$ cat src/rtl/lisa_uart_pkg.sv
// Shared definitions for the Lisa 8N1 UART peripherals (TX and RX).
//  state_t        : frame sequencer states
//  TICKS_PER_BIT  : baud_ref rising edges per bit time (16x oversample)
//  DATA_BITS      : payload bits per frame
package lisa_uart_pkg;

   typedef enum logic [1:0] {IDLE, START, DATA, STOP} state_t;

   localparam int TICKS_PER_BIT = 16;
   localparam int DATA_BITS     = 8;
   localparam int TCNT_W        = $clog2(TICKS_PER_BIT);
   localparam int BITN_W        = $clog2(DATA_BITS);

endpackage

$ cat src/rtl/lisa_tx_fifo.sv
// Small synchronous FIFO holding bytes waiting to be transmitted.
// Pointers carry one extra wrap bit, so full and empty are told apart
// without a separate counter.
//  clk, rst_n : clock, async active-low reset (empties the FIFO)
//  push, din  : write request and data (taken if not full, or if popping)
//  pop, dout  : read request and head-of-queue data (dout valid when !empty)
//  full       : DEPTH entries held
//  empty      : no entries held
//  count      : number of entries held
module lisa_tx_fifo #(
   parameter int DEPTH = 4,
   parameter int W     = 8
) (
   input  logic                     clk,
   input  logic                     rst_n,
   input  logic                     push,
   input  logic [W-1:0]             din,
   input  logic                     pop,
   output logic [W-1:0]             dout,
   output logic                     full,
   output logic                     empty,
   output logic [$clog2(DEPTH):0]   count
);

   localparam int AW = $clog2(DEPTH);
   localparam logic [AW:0] PTR_ONE = (AW+1)'(1);

   logic [W-1:0] mem [DEPTH];
   logic [AW:0]  wptr;
   logic [AW:0]  rptr;
   logic         do_push;
   logic         do_pop;

   assign empty = (wptr == rptr);
   assign full  = (wptr[AW] != rptr[AW]) && (wptr[AW-1:0] == rptr[AW-1:0]);
   assign count = wptr - rptr;
   assign dout  = mem[rptr[AW-1:0]];

   // When full, a simultaneous pop frees the slot being written: the head
   // is read out this cycle before the new byte lands in it on the edge.
   assign do_pop  = pop & ~empty;
   assign do_push = push & (~full | do_pop);

   always_ff @(posedge clk or negedge rst_n) begin
      if (!rst_n) begin
         wptr <= '0;
         rptr <= '0;
      end else begin
         if (do_push) wptr <= wptr + PTR_ONE;
         if (do_pop)  rptr <= rptr + PTR_ONE;
      end
   end

   always_ff @(posedge clk) begin
      if (do_push) mem[wptr[AW-1:0]] <= din;
   end

endmodule

$ cat src/rtl/lisa_tx8n.sv
// Lisa 8N1 UART transmitter: host bytes are queued in a small FIFO and
// sent LSB first as start / 8 data / stop, each bit 16 baud_ref ticks long.
//  clk       : system clock
//  rst_n     : async active-low reset; aborts any frame, drops queued bytes
//  baud_ref  : 16x baud reference shared with the RX side
//  d, wr     : byte to send and write strobe (rising edge writes once)
//  txd       : serial output, idles high, driven straight from a flop
//  tx_ready  : FIFO has room for another byte
//  tx_busy   : frame in flight or bytes still queued
module lisa_tx8n
   import lisa_uart_pkg::*;
#(
   parameter int FIFO_DEPTH = 4
) (
   input  logic                 clk,
   input  logic                 rst_n,
   input  logic                 baud_ref,
   input  logic [DATA_BITS-1:0] d,
   input  logic                 wr,
   output logic                 txd,
   output logic                 tx_ready,
   output logic                 tx_busy
);

   localparam int AW = $clog2(FIFO_DEPTH);
   localparam logic [AW:0]       DEPTH_C  = (AW+1)'(FIFO_DEPTH);
   localparam logic [TCNT_W-1:0] TCNT_MAX = TCNT_W'(TICKS_PER_BIT-1);
   localparam logic [TCNT_W-1:0] TCNT_ONE = TCNT_W'(1);
   localparam logic [BITN_W-1:0] BITN_MAX = BITN_W'(DATA_BITS-1);
   localparam logic [BITN_W-1:0] BITN_ONE = BITN_W'(1);

   state_t               state;
   state_t               state_nxt;
   logic                 wr_q;
   logic                 baud_q;
   logic                 wr_rise;
   logic                 tick;
   logic                 last_tick;
   logic [TCNT_W-1:0]    tcnt;
   logic [BITN_W-1:0]    bitn;
   logic [DATA_BITS-1:0] shreg;
   logic                 txd_nxt;
   logic                 pop;
   logic                 shift;
   logic                 push;
   logic [DATA_BITS-1:0] fifo_dout;
   logic                 full;
   logic                 empty;
   logic [AW:0]          count;

   // ---------------- edge detects ----------------
   always_ff @(posedge clk or negedge rst_n) begin
      if (!rst_n) begin
         wr_q   <= 1'b0;
         baud_q <= 1'b0;
      end else begin
         wr_q   <= wr;
         baud_q <= baud_ref;
      end
   end

   assign wr_rise   = wr & ~wr_q;
   assign tick      = baud_ref & ~baud_q;
   assign last_tick = tick && (tcnt == TCNT_MAX);

   // A write into a full FIFO still lands if STOP pops the head that cycle.
   assign push = wr_rise & (~full | pop);

   lisa_tx_fifo #(
      .DEPTH (FIFO_DEPTH),
      .W     (DATA_BITS)
   ) u_fifo (
      .clk   (clk),
      .rst_n (rst_n),
      .push  (push),
      .din   (d),
      .pop   (pop),
      .dout  (fifo_dout),
      .full  (full),
      .empty (empty),
      .count (count)
   );

   assign tx_ready = (count < DEPTH_C);
   assign tx_busy  = (state != IDLE) | ~empty;

   // ---------------- FSM: state register ----------------
   always_ff @(posedge clk or negedge rst_n) begin
      if (!rst_n) state <= IDLE;
      else        state <= state_nxt;
   end

   // ---------------- FSM: next state ----------------
   always_comb begin
      state_nxt = state;
      if (tick) begin
         case (state)
            IDLE:  if (!empty)                      state_nxt = START;
            START: if (last_tick)                   state_nxt = DATA;
            DATA:  if (last_tick && bitn == BITN_MAX) state_nxt = STOP;
            STOP:  if (last_tick)                   state_nxt = empty ? IDLE : START;
            default:                                state_nxt = IDLE;
         endcase
      end
   end

   // ---------------- FSM: outputs / datapath controls ----------------
   // Only the registered FIFO state is consulted, so a byte pushed on a
   // tick cycle waits for the following tick.
   always_comb begin
      pop     = 1'b0;
      shift   = 1'b0;
      txd_nxt = txd;
      if (tick) begin
         case (state)
            IDLE: begin
               if (!empty) begin
                  pop     = 1'b1;
                  txd_nxt = 1'b0;
               end
            end
            START: begin
               if (last_tick) txd_nxt = shreg[0];
            end
            DATA: begin
               if (last_tick) begin
                  if (bitn == BITN_MAX) begin
                     txd_nxt = 1'b1;
                  end else begin
                     shift   = 1'b1;
                     txd_nxt = shreg[1];
                  end
               end
            end
            STOP: begin
               // Chain straight into the next start bit: no idle gap.
               if (last_tick && !empty) begin
                  pop     = 1'b1;
                  txd_nxt = 1'b0;
               end
            end
            default: txd_nxt = 1'b1;
         endcase
      end
   end

   // ---------------- datapath registers ----------------
   always_ff @(posedge clk or negedge rst_n) begin
      if (!rst_n) begin
         txd   <= 1'b1;
         tcnt  <= '0;
         bitn  <= '0;
         shreg <= '0;
      end else begin
         txd <= txd_nxt;
         if (pop)        shreg <= fifo_dout;
         else if (shift) shreg <= {1'b0, shreg[DATA_BITS-1:1]};
         // tcnt sits at 0 while idle; in a frame it free-runs and its
         // natural wrap lines up with every bit boundary.
         if (tick) tcnt <= (state == IDLE) ? '0 : tcnt + TCNT_ONE;
         if (last_tick) bitn <= (state == DATA) ? bitn + BITN_ONE : '0;
      end
   end

endmodule
$ cat config.mk
export PLATFORM = sky130hd
export DESIGN_NAME = lisa_tx8n
export DESIGN_NICKNAME = d
export VERILOG_FILES = /design/src/rtl/lisa_uart_pkg.sv /design/src/rtl/lisa_tx_fifo.sv /design/src/rtl/lisa_tx8n.sv
export SDC_FILE = /design/constraint.sdc
export NUM_CORES = 1
export LEC_CHECK = 0
export BUFFER_PORTS_ARGS = -buffer_cell sky130_fd_sc_hd__buf_4
export CAP_MARGIN = 20
export CORE_MARGIN = 1.5
export CORE_UTILIZATION = 55
export CTS_CLUSTER_SIZE = 8
export DETAILED_ROUTE_END_ITERATION = 8
export GPL_TIMING_DRIVEN = 0
export HOLD_SLACK_MARGIN = 0.02
export PLACE_DENSITY = 0.73
export SLEW_MARGIN = 40
export SYNTH_ARGS = -nofsm -noshare
export SYNTH_HDL_FRONTEND = slang
export SYNTH_HIERARCHICAL = 1
export SYNTH_SLANG_ARGS = --single-unit
$ cat constraint.sdc
create_clock -name clk -period 5.7 [get_ports clk]
set_input_delay 0.855 -clock clk [delete_from_list [all_inputs] [get_ports clk]]
set_output_delay 0.855 -clock clk [all_outputs]
set_load 0.03 [all_outputs]
Word-level counts from Yosys, hierarchy flattened
Memory sizes are Yosys's and may differ from the RTL's.
Cells that the tools add are included.

cells by class
  add/subtract/negate cells = 5
  $lt $le $gt $ge = 1
  equal/unequal tests = 14
  mux-type cells = 26
  bitwise logic cells = 12
  reductions and logical operators = 10

operators by type and width
  cell                   number
  $mux W8                2
  $mux W1                15
  $ne A2 B2 Y1 const B   6
  $reduce_and A5 Y1      2
  $add A3 B1 Y3 const B  3
  $mux W2                4
  $pmux W2 S4            1
  $and A1 B1 Y1          5
  $add A4 B1 Y4 const B  1
  $eq A2 B2 Y1 const B   2
  $eq A4 B4 Y1 const B   1
  $logic_and A1 B1 Y1    4
  $mux W4                1
  $not A1 Y1             4
  $pmux W1 S4            1
  $reduce_bool A2 Y1     2
  $eq A3 B3 Y1           1
  $eq A3 B3 Y1 const B   1
  $lt A3 B3 Y1 const B   1
  $mux W3                1
  $or A1 B1 Y1           3
  $sub A3 B3 Y3          1
  $eq A2 B1 Y1 const B   1
  $eq A2 B2 Y1           1
  other kinds (4)        4

storage, ports and cells
  register bits after elaboration = 26
  bits in writable memories = 32
  output and inout port bits = 3
  word-level logic and storage cells = 78
  memories = 1

memory list
  memory      depth  width  rd ports  clocked after memory_dff  write ports  RTL line            RTL
  u_fifo.mem  4      8      1         0                         1            lisa_tx_fifo.sv:28  logic [W-1:0] mem [DEPTH];

Logic depth before layout (Yosys ltp)
Gate-level depths: netlist of run 1.

  depth in word-level cells = 12
  mapped depth = 12
  depth with buffers taken out = 9

Modules after synthesis
Netlist of run 1, hierarchy kept.

modules (own cells, without submodules)
  module        instances  cells each  area each (µm²)  sequential area each (µm²)
  lisa_tx_fifo  1          88          1614.0           1111.1
  lisa_tx8n     1          109         1107.3           501.7

Least setup slack after synthesis of run 1
OpenSTA, ideal clock, no wires.

  path type = flip-flop to flip-flop
  start point = register u_fifo.rptr[1]
  end point = memory u_fifo.mem[3][0], enable pin
  setup time = 0.375 ns
  arrival time = 2.794 ns
  data required time = 5.325 ns
  slack = 2.531 ns
  cell stages (with the launch flop) = 12
  path buffers = 3
  cell sequence = dfrtp_1 -> clkbuf_1 -> inv_1 -> ha_1 -> nand2_1 -> nor2b_1 -> or4_1 -> buf_2 -> buf_6 -> a21oi_2 -> nand2_1 -> a21oi_1

between the ends
  longest elaborated chain between the ends = 11
  elaborated cells between the ends (all ways) = 18
  classes of those cells = eq/ne: 2; mux: 6; bitwise: 7; reduce/logical: 3

RTL lines
  what                             RTL line            RTL
  start, declared                  lisa_tx_fifo.sv:30  logic [AW:0] rptr;
  start signal, assigned           lisa_tx_fifo.sv:50  if (do_pop) rptr <= rptr + PTR_ONE;
  $eq A3 B3 Y1 *                   lisa_tx_fifo.sv:34  assign empty = (wptr == rptr);
  named net empty                  lisa_tx8n.sv:48     logic empty;
  $logic_not A1 Y1                 lisa_tx8n.sv:137    if (last_tick && !empty) begin
  $logic_and A1 B1 Y1              lisa_tx8n.sv:137
  $mux W1                          lisa_tx8n.sv:137
  $pmux W1 S2 *                    lisa_tx8n.sv:115    case (state)
  $mux W1 *                        lisa_tx8n.sv:114    if (tick) begin
  $or A1 B1 Y1 *                   lisa_tx8n.sv:67     assign push = wr_rise & (~full | pop);
  $and A1 B1 Y1 *                  lisa_tx8n.sv:67
  named net push                   lisa_tx8n.sv:45     logic push;
  $and A1 B1 Y1 *                  lisa_tx_fifo.sv:42  assign do_push = push & (~full | do_pop);
  $mux W1 *                        lisa_tx_fifo.sv:55  if (do_push) mem[wptr[AW-1:0]] <= din;
  $mux W1 (implied by the code) *  lisa_tx_fifo.sv:55
  end, declared                    lisa_tx_fifo.sv:28

The timed path passes the listed nets; every way through them passes the cells marked *.

Worst setup path in the final report of run 1
  start point = register u_fifo.rptr[1]
  end point = memory u_fifo.mem[0][6], enable pin

between the ends
  longest elaborated chain between the ends = 11
  elaborated cells between the ends (all ways) = 18
  classes of those cells = eq/ne: 2; mux: 6; bitwise: 7; reduce/logical: 3

RTL lines
  what                                                  RTL line                             RTL
  $eq A3 B3 Y1 *                                        lisa_tx_fifo.sv:34
  named net empty                                       lisa_tx8n.sv:48
  $logic_not A1 Y1                                      lisa_tx8n.sv:137
  $logic_and A1 B1 Y1                                   lisa_tx8n.sv:137
  $mux W1                                               lisa_tx8n.sv:137
  $pmux W1 S2 *                                         lisa_tx8n.sv:115
  $mux W1 *                                             lisa_tx8n.sv:114
  named net pop                                         lisa_tx8n.sv:43                      logic pop;
  $or A1 B1 Y1 / $and A1 B1 Y1 (equally long branches)  lisa_tx8n.sv:67, lisa_tx_fifo.sv:41
  $and A1 B1 Y1 / $or A1 B1 Y1 (equally long branches)  lisa_tx8n.sv:67, lisa_tx_fifo.sv:42
  $and A1 B1 Y1 *                                       lisa_tx_fifo.sv:42
  $mux W1 *                                             lisa_tx_fifo.sv:55
  $mux W1 (implied by the code) *                       lisa_tx_fifo.sv:55

Marks and branches as above.

==> run summary, run 1 <==
The run gives 4 as the count of TritonRoute iterations in the first routing pass. Post-CTS repair changed the size of 0 cells. The die is 73.2 um wide.

The effective utilization at floorplan is 57.5%. For this run the aggregate overflow at the end of global routing stands at 0. Internal power comes to 980 uW. The clock tree synthesis step divided the H-tree into 3 levels. Global routing used 20.5% of the available tracks. Dividing the detail-routed via count by the number of cells gives 5.40. For the finished layout, the period the worst path requires is 3.63 ns. The critical path contains buffers and inverters numbering 5 combined. After floorplanning, the core was divided into 25 placement rows. The HPWL after detailed placement is 3.25 mm. For the initial antenna violation count, the log shows 0.

Per report_power, the clock group accounts for 23.8% of the total. The quantity of I/O buffers inserted on ports came out at 14. TritonCTS built the clock tree.

At the pin with the least slew margin, the transition time is 0.612 ns. The count of nets left with antenna violations once routing finished came out at 0. The critical path goes through clkbuf_1 > inv_1 > ha_1 > nand2_1 > nor2b_1 > or4_1 > buf_2 > buf_6 > inv_2 > nand3b_1 > or2_1 > and3_1. The largest single stage delay on the critical path is 0.55 ns. The min-delay analysis places its worst path in the category input port to asynchronous set/reset pin.

The clock passes through at most 2 buffers. The number of placed I/O pins is 15, and the worst clock skew is 0.00658 ns. The clock-pin slew of the registers on the worst-case setup and hold paths came out at 0.06 ns. Combinational logic is responsible for 34.7% of the overall power. The run finished with clean final reports.

The fraction of layout instances using a drive strength above 1 came out at 24.4%. In this run, flip-flops and latches consume 41.5% of the power. The tools report the cell area after technology mapping as 2710 um^2. The worst setup path is launched from a flop. Synthesis produced a netlist whose cell count is 195.

For the global-route wire length before repair, the log shows 7.69 mm. The register-to-register setup slack was 2.07 ns. The run gives 1645 as the number of global-route vias before repair. For the worst-skew pair, the clock arrives at the later sink with an insertion delay of 0.34 ns. IR analysis of the VDD net gives a maximum drop of 0.250 mV.

The final antenna diode count was 0; the share of the core filled with cells was 65.5%. The final critical path takes up 63.7% of the cycle. Cell family with the largest share of critical-path delay: simple AND/OR/NAND/NOR gates. The run gives 58.9% as the worst slew slack as a fraction of its limit. The number of failing hold endpoints at the final stage is 0, and the routed wire length per instance is 15.7 um. The post-CTS setup repair buffer count was 0. The detailed-route DRC error count came out at 0. At the worst endpoint, the arrival time is 3.61 ns. The power density over the cells was 480 nW/um^2.

Max-cap violations in this run came to 0. The total vias in the final route was 1578; the global placer's final weighted congestion was 0.809. The maximum operating frequency is 276 MHz, and the switching share of power is 34.0%. For the number of hold-repair buffers added at the cts stage, the log shows 0. Slowest cell on the critical path: or4_1. The run gives 27 as the largest net degree at the start of global routing. The floorplan die height is 73.2 um. Number of endpoints failing setup at the final stage: 0. Synthesis produced a netlist with a net count of 223.

The cell sitting at the root of the clock tree is a clkbuf_8. The logs give 0 for the max-slew violation count and 4.57 mm for the final wirelength. Setup repair after global routing left no endpoint under its margin. The die covers 5360 um^2. The run gives 58 as the clock net sink count. STA classifies the critical path endpoint as a flop.

For this run, the number of Yosys warnings is 6. The worst reg2reg path depth works out to 12. For this block, the initial DRC count from the detailed router was 65.

The average instance in the mapped netlist occupies 13.9 um^2. At the worst endpoint, the required time is 5.68 ns. Buffers inserted during clock tree synthesis total 9.

The area growth from synthesis to final layout came out at 13.9%. The tools report the accumulated negative setup slack as 0 ns. Terminus of the critical flop-to-flop path: u_fifo/mem[0][6]. Along the worst path, the maximum fanout reaches 10. The critical register-to-register path startpoint was u_fifo/rptr[1]. The tools report the net switching power as 504 uW. The setup path with the least slack is of type flop to flop. The leakage power figure was 1.23 nW; the placeable core region was 4720 um^2. After the last flow step, the layout net total stands at 248.
## sequential cells by signal (all words and copies together), names as in the netlist
register / cells
txd: 1
shreg: 8
wr_q: 1
u_fifo/rptr: 3
bitn: 3
u_fifo/mem: 32
u_fifo/wptr: 3
tcnt: 4
state: 2
baud_q: 1
## power groups by stage
stage	clock network, mW	logic (mW)	registers, mW
2_1_floorplan	0	0.394	0.606
3_3_place_gp	0	0.491	0.614
3_5_place_dp	0	0.518	0.623
4_1_cts	0.364	0.520	0.615
5_1_grt	0.380	0.576	0.629
6_report	0.354	0.514	0.616
## worst max-delay path by stage
stage,endpoint,slack (ns),cells past startpoint,startpoint
after floorplan,u_fifo/mem[3][0],2.53,11,u_fifo/rptr[1]
after global placement,u_fifo/mem[3][7],1.83,11,u_fifo/rptr[1]
after detailed placement,u_fifo/mem[2][7],2.07,12,u_fifo/rptr[1]
after CTS,u_fifo/mem[2][1],2.04,12,u_fifo/rptr[1]
after global routing,u_fifo/mem[3][4],1.80,11,u_fifo/rptr[1]
final,u_fifo/mem[0][6],2.07,12,u_fifo/rptr[1]
## placed cells by master, fill, tap and decap left out, types with 2 or more instances in the layout
| cell type | count |
|---|---|
| mux4_2 | 8 |
| inv_1 | 10 |
| dfrtp_1 | 25 |
| a21oi_1 | 8 |
| clkbuf_8 | 9 |
| edfxtp_1 | 32 |
| inv_2 | 2 |
| ha_1 | 15 |
| nand2_1 | 15 |
| o21ai_1 | 2 |
| mux2i_1 | 8 |
| o21ai_0 | 13 |
| clkbuf_1 | 2 |
| buf_6 | 2 |
| nor2_1 | 10 |
| mux2_2 | 5 |
| a21oi_2 | 2 |
| buf_2 | 2 |
| and3_1 | 4 |
| buf_4 | 14 |
| nand2b_1 | 2 |
| clkinv_2 | 3 |
| nand3b_1 | 2 |
| nand3_1 | 3 |
| xnor2_1 | 3 |
## layer usage
metal  wire length, um  track usage [%]  up-vias  part of all wire [%]
li1                  -                -      763                     -
met1              1980             24.3      779                    43
met2              2350             33.6       29                    51
met3               158             6.63        7                   3.5
met4                82             10.1        0                   1.8
met5                 0                0        -                     0
## metrics by stage
stage / hold WS [ns] / cell area (um^2) / setup WS [ns] / std cells / power (mW)
floorplan: 0.454 / 2710 / 2.53 / 195 / 1.00
global placement: 0.473 / 2900 / 1.83 / 276 / 1.10
detailed placement: 0.483 / 2910 / 2.07 / 276 / 1.14
CTS: 0.419 / 3090 / 2.04 / 292 / 1.50
global route: 0.432 / 3090 / 1.80 / 292 / 1.59
finish: 0.419 / 3090 / 2.07 / 292 / 1.48
## worst register-to-register path, cell delays in order (launching register included)
cell and delay [ns]:
dfrtp_1 0.39, clkbuf_1 0.48, inv_1 0.11, ha_1 0.33, nand2_1 0.13, nor2b_1 0.11
or4_1 0.55, buf_2 0.20, buf_6 0.16, inv_2 0.06, nand3b_1 0.16, or2_1 0.16
and3_1 0.44
## cell type report
class                      instances  area [um^2]
clock buffer                      10          128
inverter                          12         45.0
fill                             354         1630
tap                               67         83.8
timing repair buffer              14          105
clock inverter                     6         57.6
multi-input combinational        120         1020
buffer                             5         36.3
sequential                        58         1610
No activity file was read; power rests on OpenSTA's default activity.
==> run 2, diff against run 1 <==
==> constraint.sdc (replaced) <==
create_clock -name clk -period 3.37 [get_ports clk]
set_input_delay 0.5055 -clock clk [delete_from_list [all_inputs] [get_ports clk]]
set_output_delay 0.5055 -clock clk [all_outputs]
set_load 0.03 [all_outputs]
==> run 2 against run 1 <==
Net effect:
- maximum frequency up 12%
- largest power group unchanged
- core utilization up 0.74 points
- sequential share of layout area fell by 0.58 points
- sequential power is 69% higher
- die area is the same
- clock power is 69% higher
- register-to-register slack got worse by 1.9 ns
- total power rose by 71%
- critical endpoint unchanged
- first-iteration DRC count grew 7.7%
==> run summary, run 2 (synthesis gave the netlist of run 1 again) <==
The initial antenna violation count is 0 (unchanged). The remaining global-route overflow came out at 0 (unchanged). The run gives 0.809 (unchanged) as the global placer's final weighted congestion.

In this design, the largest share of critical-path delay is due to simple AND/OR/NAND/NOR gates. The number of endpoints failing setup at the final stage was 0 (unchanged). The clock-pin slew of the registers on the worst-case setup and hold paths works out to 0.06 ns (about the same). The logs give 0.34 ns (about the same) for the source-to-sink clock delay at the later pin of the worst-skew pair and 15 (unchanged) for the number of placed I/O pins.

Area of the die: 5360 um^2 (unchanged). The quantity of I/O buffers inserted on ports came out at 14 (unchanged). Number of failing hold endpoints at the final stage: 0 (unchanged).

The fraction of layout instances using a drive strength above 1 works out to 26.5% (+2.1 points). The global-route usage over all layers was 20.6% (+0.12 points). The path type of the worst setup path is flop to flop.

The number of DRC markers after the initial detailed-route iteration came out at 70 (+7.7%). Worst slew slack as a fraction of its limit: 58.9% (unchanged). The number of standard cells in the layout, taps in and fillers out is 293 (+0.34%). The tools report the number of hold-repair buffers added at the cts stage as 0 (unchanged). The average vias per placed instance was 5.41 (about the same).

The final antenna diode count was 0 (unchanged). The area of placed instances was 2910 um^2 (unchanged). The most common cell after layout, fill and taps aside was edfxtp_1. The arrival time at the worst endpoint is 3.27 ns (-0.34 ns), and the worst-case setup margin in the final layout is 0.124 ns (-1.95 ns).

Leakage power figure: 1.24 nW (+0.96%). The slowest cell on the critical path was or4_1. The accumulated negative setup slack was 0 ns (unchanged). The minimum clock period was 3.25 ns (-0.384 ns); the total power draw was 2.53 mW (+71%). The tools report the post-detailed-placement half-perimeter wirelength as 3.25 mm (unchanged). The total clock buffers created by CTS came out at 9 (unchanged).

For the count of TritonRoute iterations in the first routing pass, the log shows 4 (unchanged). The maximum fanout along the worst path was 10 (unchanged); the number of placed cells counting well taps was 276 (unchanged). The fraction of the cycle the final worst path needs works out to 96.3% (+33 points).

The worst setup path is launched from a flop. The critical path goes through clkbuf_4 > inv_1 > ha_1 > nand2_1 > nor2b_1 > or4_1 > buf_2 > buf_6 > inv_2 > nand3b_1 > or2_1 > and3_2. Largest net degree at the start of global routing: 27 (unchanged). Area growth from synthesis to final layout: 15.2%. The run finished with clean final reports. TritonCTS built the clock tree. In the layout the commonest cells are edfxtp_1 (32), dfrtp_1 (25), nand2_1 (15), ha_1 (15), buf_4 (14). The maximum operating frequency was 308 MHz (+12%); the worst reg2reg path depth was 12 (unchanged). The effective utilization at floorplan was 57.5% (unchanged); the combined area of the multi-input logic cells was 1030 um^2 (+1.1%).

The tree is rooted in a clkbuf_8. The tools report the max-slew violation count as 0 (unchanged). For the register-to-register setup slack, the log shows 0.12 ns (-1.95 ns). The tools report the critical register-to-register path startpoint as u_fifo/rptr[1]. The run gives 0.0712 ns (-0.348 ns) as the smallest hold slack. Cell area after layout: 3130 um^2 (+1.1%). The run gives 7.74 mm (+0.62%) as the global-route wire length before repair.

Setup repair after global routing could not meet its margin everywhere. The register area is 1610 um^2 (unchanged). The slew of the pin with the lowest slew margin is 0.612 ns (-0.0000000596 ns), and the count of standard-cell rows is 25 (unchanged). The buffers plus inverters on the worst setup path was 5 (unchanged). Tracing the worst setup path back leads to its startpoint at u_fifo/rptr[1].

The endpoint identified for the worst register-to-register timing path is u_fifo/mem[0][6]. The number of flip-flops under the largest register name was 32 (unchanged). The maximum buffer depth of the clock tree was 2 (unchanged); the floorplan die height was 73.2 um (unchanged). The run gives 249 (+0.40%) as the number of nets in the final layout. The number of violations of the max-capacitance limit came out at 0 (unchanged). The logs give 347 (-2.0%) for the number of fill cells and 58 (unchanged) for the clock net sink count.

The logs give 0.00618 ns (-0.000406 ns) for the worst clock skew and 0.428 mV (+71%) for the peak supply drop. The power density over the cells works out to 811 nW/um^2 (+69%). The maximum cell stage delay along the critical path was 0.55 ns (about the same); the required arrival time at the worst endpoint was 3.39 ns (-2.29 ns). The run gives 1654 (+0.55%) as the number of global-route vias before repair. The count of antenna-violating nets left after detailed routing is 0 (unchanged), and the horizontal extent of the die is 73.2 um (unchanged). The detailed-route DRC error count was 0 (unchanged).

The tools report the H-tree depth reported by CTS as 3 (unchanged). For the final wirelength, the log shows 4.66 mm (+1.8%). The worst setup path is captured at a flop. Worst-case setup slack after placement: -0.261 ns (-2.33 ns). The share of the core filled with cells was 66.2% (+0.74 points); the total vias in the final route was 1584 (+0.38%). In this run the worst hold path is classified as input port to asynchronous set/reset pin. The placeable core region is 4720 um^2 (unchanged), and the routed wire length per instance is 15.9 um (+1.4%).
-- run 2: power breakdown --
part	switching, mW	internal [mW]	leakage [nW]
combinational	0.484	0.411	0.536
sequential	0.119	0.923	0.608
clock	0.262	0.336	0.0974
total	0.865	1.67	1.24
-- run 2: metal layers --
| layer | GRT usage [%] | part of all wire (%) |
|---|---|---|
| met1 | 24.2 | 44 |
| met2 | 34.1 | 51 |
| met3 | 6.63 | 2.9 |
| met4 | 10.1 | 1.8 |
| met5 | 0 | 0 |
-- run 2: worst reg2reg max path: cells and delay by family, from the launching register on --
kind | cells | cell delay [ns]
flops | 1 | 0.40
buf+inv | 5 | 0.74
fa+ha+maj | 1 | 0.31
simple gates | 6 | 1.48
-- run 2: area by class of cell --
type	instances	area share [%]
Buffer	5	1.28
Clock buffer	10	4.08
Clock inverter	6	1.84
Inverter	12	1.44
Multi-Input combinational cell	120	33.1
Sequential cell	58	51.6
Tap cell	67	2.68
Timing Repair Buffer	15	4.00
-- run 2: repair_timing --
action	4_1_cts	5_1_grt
setup buffers	0	1
gates resized for setup	5	2
setup endpoints to repair	32	32
-- run 2: worst max path at each step --
stage	endpoint	cells after the start
after floorplan	u_fifo/mem[3][0]	11
after global placement	u_fifo/mem[3][7]	11
after detailed placement	u_fifo/mem[2][7]	12
after CTS	u_fifo/mem[2][1]	12
after global routing	u_fifo/mem[2][2]	12
final	u_fifo/mem[0][6]	12
